[config.mk]
export PLATFORM = sky130hd
export DESIGN_NAME = fetch_pc_gen
export DESIGN_NICKNAME = d
export VERILOG_FILES = /design/src/rtl/cpu_pkg.sv /design/src/rtl/btb_table.sv /design/src/rtl/fetch_pc_gen.sv
export SDC_FILE = /design/constraint.sdc
export NUM_CORES = 2
export LEC_CHECK = 0
export ABC_AREA = 1
export CAP_MARGIN = 30
export CELL_PAD_IN_SITES_DETAIL_PLACEMENT = 0
export CELL_PAD_IN_SITES_GLOBAL_PLACEMENT = 1
export CORE_MARGIN = 5
export CORE_UTILIZATION = 40
export CTS_BUF_LIST = sky130_fd_sc_hd__clkbuf_16
export DETAILED_ROUTE_END_ITERATION = 10
export GPL_ROUTABILITY_DRIVEN = 0
export GPL_TIMING_DRIVEN = 1
export PLACE_DENSITY = 0.67
export REMOVE_ABC_BUFFERS = 1
export SYNTH_ARGS = -nofsm -noshare
export SYNTH_HDL_FRONTEND = slang
export SYNTH_SLANG_ARGS = --single-unit
[constraint.sdc]
create_clock -name clk -period 3.92 [get_ports clk]
set_input_delay 0.588 -clock clk [delete_from_list [all_inputs] [get_ports clk]]
set_output_delay 0.588 -clock clk [all_outputs]
set_load 0.01 [all_outputs]
[src/rtl/cpu_pkg.sv]
// cpu_pkg: shared pipeline constants for the fetch stage
package cpu_pkg;
  localparam int PC_W = 32;
  localparam logic [PC_W-1:0] RESET_PC_DEF = 32'h0000_0000;
  localparam int BTB_IDX_W_DEF = 6;
  localparam int BTB_TAG_W = 30 - BTB_IDX_W_DEF;
endpackage

[src/rtl/btb_table.sv]
// btb_table: direct-mapped branch target buffer, async read, sync write
module btb_table
  import cpu_pkg::*;
#(
  parameter int IDX_W = BTB_IDX_W_DEF,
  parameter int TAG_W = BTB_TAG_W
) (
  input  logic            clk,
  input  logic            rst,
  input  logic [PC_W-1:0] rd_pc,
  output logic            hit,
  output logic [PC_W-1:0] rd_target,
  input  logic            wr_en,
  input  logic [PC_W-1:0] wr_pc,
  input  logic [PC_W-1:0] wr_target
);
  localparam int N = 1 << IDX_W;
  logic [N-1:0]      valid;
  logic [TAG_W-1:0]  tags    [N];
  logic [PC_W-1:0]   targets [N];
  logic [IDX_W-1:0]  rd_idx, wr_idx;
  logic              unused_bits;
  assign rd_idx      = rd_pc[IDX_W+1:2];
  assign wr_idx      = wr_pc[IDX_W+1:2];
  assign unused_bits = ^{rd_pc[1:0], wr_pc[1:0]};
  assign hit         = valid[rd_idx] && tags[rd_idx] == rd_pc[PC_W-1:IDX_W+2];
  assign rd_target   = targets[rd_idx];
  // only valid bits are reset; tag/target contents are masked by valid
  always_ff @(posedge clk or negedge rst)
    if (!rst) valid <= '0;
    else if (wr_en) valid[wr_idx] <= 1'b1;
  always_ff @(posedge clk)
    if (wr_en) begin
      tags[wr_idx]    <= wr_pc[PC_W-1:IDX_W+2];
      targets[wr_idx] <= wr_target;
    end
endmodule

[src/rtl/fetch_pc_gen.sv]
// fetch_pc_gen: fetch PC register with BTB/BHT next-PC prediction and mispredict redirect
module fetch_pc_gen
  import cpu_pkg::*;
#(
  parameter logic [31:0] RESET_PC  = RESET_PC_DEF,
  parameter int          BTB_IDX_W = BTB_IDX_W_DEF
) (
  input  logic        clk,
  input  logic        rst,
  input  logic        stall,
  output logic [31:0] fetch_pc,
  input  logic        bht_predict_taken,
  output logic        pred_taken,
  output logic [31:0] pred_next_pc,
  input  logic        res_valid,
  input  logic [31:0] res_pc,
  input  logic        res_taken,
  input  logic [31:0] res_target,
  input  logic [31:0] res_pred_next_pc,
  output logic        flush,
  output logic        bht_upd_en,
  output logic [31:0] bht_upd_pc,
  output logic        bht_upd_taken
);
  logic        hit;
  logic [31:0] btb_target, correct_next;
  btb_table #(.IDX_W(BTB_IDX_W), .TAG_W(30 - BTB_IDX_W)) u_btb (
    .clk       (clk),
    .rst       (rst),
    .rd_pc     (fetch_pc),
    .hit       (hit),
    .rd_target (btb_target),
    .wr_en     (res_valid && res_taken),
    .wr_pc     (res_pc),
    .wr_target (res_target)
  );
  always_comb begin
    pred_taken   = hit && bht_predict_taken;
    pred_next_pc = pred_taken ? btb_target : fetch_pc + 32'd4;
    correct_next = res_taken ? res_target : res_pc + 32'd4;
    flush        = res_valid && correct_next != res_pred_next_pc;
  end
  assign bht_upd_en    = res_valid;
  assign bht_upd_pc    = res_pc;
  assign bht_upd_taken = res_taken;
  // a redirect wins over a hazard stall so the mispredict penalty stays fixed
  always_ff @(posedge clk or negedge rst)
    if (!rst) fetch_pc <= RESET_PC;
    else if (flush) fetch_pc <= correct_next;
    else if (!stall) fetch_pc <= pred_next_pc;
endmodule
==> flow_summary.toml <==
[sta]
timing.clock.skew_ns = 0.0867
max-slew-margin-rel = 0.332
timing.final.max_slew_violations = 0
period_needed_ns = 5.31
layout_setup_ws_ns = -1.39
hold_violations = 0
setup-tns-final_ns = -45.04
grt_setup_unrepaired = "yes"
timing_worst_slew_pin_value_ns = 1.00
fmax_mhz = 188
timing.final.setup_violations = 39
hold-worst-slack_ns = 0.0752
min_period_over_period = 1.35

[floorplanning]
die-area_sq_um = 389000
io_pins = 202
initial_core_util = 0.401
die_h_um = 624
floorplan.rows = 225
placeableCoreArea_sq_um = 375000
dieWidth_um = 624

[critical_path]
worst_path_dominant_cell_family = "buffers and inverters"
critical_path.endpoint = "fetch_pc[30]"
cell_depth_of_the_worst_setup_path = 39
most_used_cell_cp = "buf_4"
timing.critical_path.to_type = "register"
ff2ff_setup_slack_ns = -1.39
critical_path_class = "register to register"
cell_at_the_slowest_stage_of_the_critical_path = "dfrtp_4"
launch_point_of_the_worst_path = "fetch_pc[2]"
worst_path_buf_inv = 24
crit_path_max_incr_delay_ns = 0.50
critical_path_arrival_ns = 6.15
cp_max_fo = 11
rr_endpoint = "fetch_pc[30]"
worst-endpoint-required_ns = 4.76
setup.worst_path.start_class = "register"
reg2regPathDepth = 39
critical_path.reg2reg.startpoint = "fetch_pc[2]"

[synth]
yosys_most_used_dff = "edfxtp_1"
yosys.cell_count.top_type = "edfxtp_1"
netlist_instances = 12600
synth.yosys.seq_area_share = 0.731
synth.distinct_cells = 50
register_bit_total_from_synthesis = 3680
post_synth_instance_area_sq_um = 151000
synth_common_cells = "edfxtp_1 (3584), nand2_1 (2121), nor2_1 (2065)"
synth_area_leader_cell = "edfxtp_1"
syn-mean-instance-area_sq_um = 12.0
synth_enable_flop_cells = 3584
synthesis.yosys.warnings = 0
synth.top_cell.area_share = 0.715
netlist_top_cells_area = "edfxtp_1 (71%), nand2_1 (5.3%), nor2_1 (5.1%), o21ai_0 (4.8%), nand3_1 (2.5%)"
ys_async_sr_fraction = 0.0261

[placed_design]
portBuffers = 201
place_hpwl_um = 340000
placement.setup.worst_slack_ns = -1.14
placed_area_sq_um = 166000
dp_cells = 18000

[power_and_ir_drop]
power.switching_mw = 26.1
p_clk_frac = 0.374
design_power_total_mw = 94.5
powerDensity_nw_per_um2 = 522
power_frac_seq = 0.461
power_frac_comb = 0.165
internal-power_mw = 68.4
switching_share = 0.276
max-vdd-ir-drop_uv = 399
static-leakage-power_nw = 64.6

[grt]
wire_length_of_the_first_global_routing_pass_um = 796000
gr-usage-all-layers = 0.286
globalRouteOverflowTotal = 0
largest_net_degree_at_the_start_of_global_routing = 106
number_of_antenna_violations_at_the_first_check_in_global_routing = 40
first_global_vias = 104000

[drt]
drt_drc_violations_left = 0
final_antenna_net_count = 0
finalWirelength_um = 579000
routed-via-count = 109000
firstDrtPassIters = 8
vias_per_cell = 5.80
starting_drt_drc_count = 15400
avgRoutedWirePerCell_um = 30.7

[clocking]
cts_buffers = 384
root_buffer = "clkbuf_16"
cts_tree = "done"
clk_path_buf_depth = 4
clk_pin_slew_worst_paths_ns = 0.06
cts-htree-levels = 5
clk_latency_ns = 0.98
clkSinkCount = 3680

[cells_and_area]
area_delta_synth_final_pct = 20.3
post_route_cells_drive_above_1_share = 0.154
post_layout_nonfiller_instances = 18800
finish.utilization = 0.483
nNetsFinal = 13600
final_area_sq_um = 181000

[status]
status = "finished with violations"
failed_checks = "negative setup slack"

[hold_path]
hold-path-cell-count = 1
worst_hold_path_type = "input port to register"

[run]
cap_violations = 0
[flip-flops by register name (all words and copies together), names as in the netlist]
| name | count |
|---|---|
| u_btb.valid | 64 |
| u_btb.tags | 1536 |
| u_btb.targets | 2048 |
| fetch_pc | 32 |
[power by group through the flow]
stage,sequential [mW],clock (mW),combinational (mW)
after floorplan,44.9,0,7.13
after global placement,44.4,0,14.5
after detailed placement,44.4,0,14.6
after CTS,43.6,35.7,15.0
after global routing,43.6,37.3,16.6
final,43.6,35.3,15.6
[layout by cell type, fill, tap and decap left out, types with 9 or more instances in the layout]
master / n
clkdlybuf4s50_1: 109
nand3_1: 701
buf_6: 48
o21ai_0: 1422
a31oi_1: 25
buf_12: 265
nand2_1: 2046
inv_16: 9
nor2_1: 1967
nand2_2: 67
o221ai_1: 187
clkinv_1: 106
inv_1: 543
clkinv_8: 10
inv_2: 18
and2_4: 15
nor2_4: 74
dfrtp_1: 91
nand3b_1: 19
nand3_2: 42
o22ai_1: 322
buf_8: 9
nand2_4: 12
buf_2: 63
clkinv_2: 65
clkbuf_16: 408
edfxtp_1: 3584
o211ai_1: 127
bufinv_16: 25
buf_16: 27
nor2_2: 31
diode_2: 20
or2_2: 54
a21oi_1: 147
clkbuf_2: 13
o21ai_1: 155
nor3_1: 10
xor2_1: 37
nand4_1: 43
buf_4: 819
[layout make-up]
cell class | count | area (sq um)
Clock buffer | 389 | 9730
Tap cell | 4994 | 6250
Timing Repair Buffer | 1381 | 15000
Antenna cell | 20 | 50.0
Fill cell | 33000 | 194000
Sequential cell | 3680 | 110000
Multi-Input combinational cell | 7570 | 35900
Clock inverter | 312 | 2300
Timing Repair inverter | 1 | 16.3
Inverter | 491 | 1920
[metal layers]
layer | track usage | routed length [um] | vias to the layer above
li1 | - | - | 46700
met1 | 0.370 | 219000 | 54800
met2 | 0.449 | 263000 | 6296
met3 | 0.0547 | 55900 | 1398
met4 | 0.173 | 41500 | 8
met5 | 0 | 50 | -
[worst register-to-register path: cells and delay by family, from the launching register on]
kind / cells / cell delay [ns]
buf+inv: 24 / 3.17
flops: 1 / 0.50
simple gates: 15 / 1.53
[worst min path at each step]
stage / startpoint / end
2_1_floorplan: rst / fetch_pc[0]
6_report: res_target[29] / u_btb.targets[49][29]
3_5_place_dp: u_btb.valid[20] / u_btb.valid[20]
4_1_cts: res_target[24] / u_btb.targets[50][24]
5_1_grt: res_target[24] / u_btb.targets[50][24]
3_3_place_gp: u_btb.valid[30] / u_btb.valid[30]
[cells by family (layout without fill, tap and decap cells)]
group / Yosys count / count (layout) / share of synthesized area
AO/OA/AOI/OAI: 2424 / 2424 / 0.0910
XOR/XNOR: 46 / 46 / 0.00268
flip-flops: 3680 / 3680 / 0.731
adder cells (fa/ha/maj): 2 / 2 / 0.000166
AND/OR/NAND/NOR: 5098 / 5098 / 0.136
buffers and inverters: 1325 / 2574 / 0.0391
other: 0 / 20 / 0
[what timing repair did]
action	in CTS	in global routing
endpoints found under the hold margin	38	0
gates cloned	14	21
buffers inserted	68	26
pin swaps	24	56
endpoints found under the setup margin	45	51
hold buffers	5	0
resized for setup	223	247
Note: power is estimated with default switching activity, not from simulation.
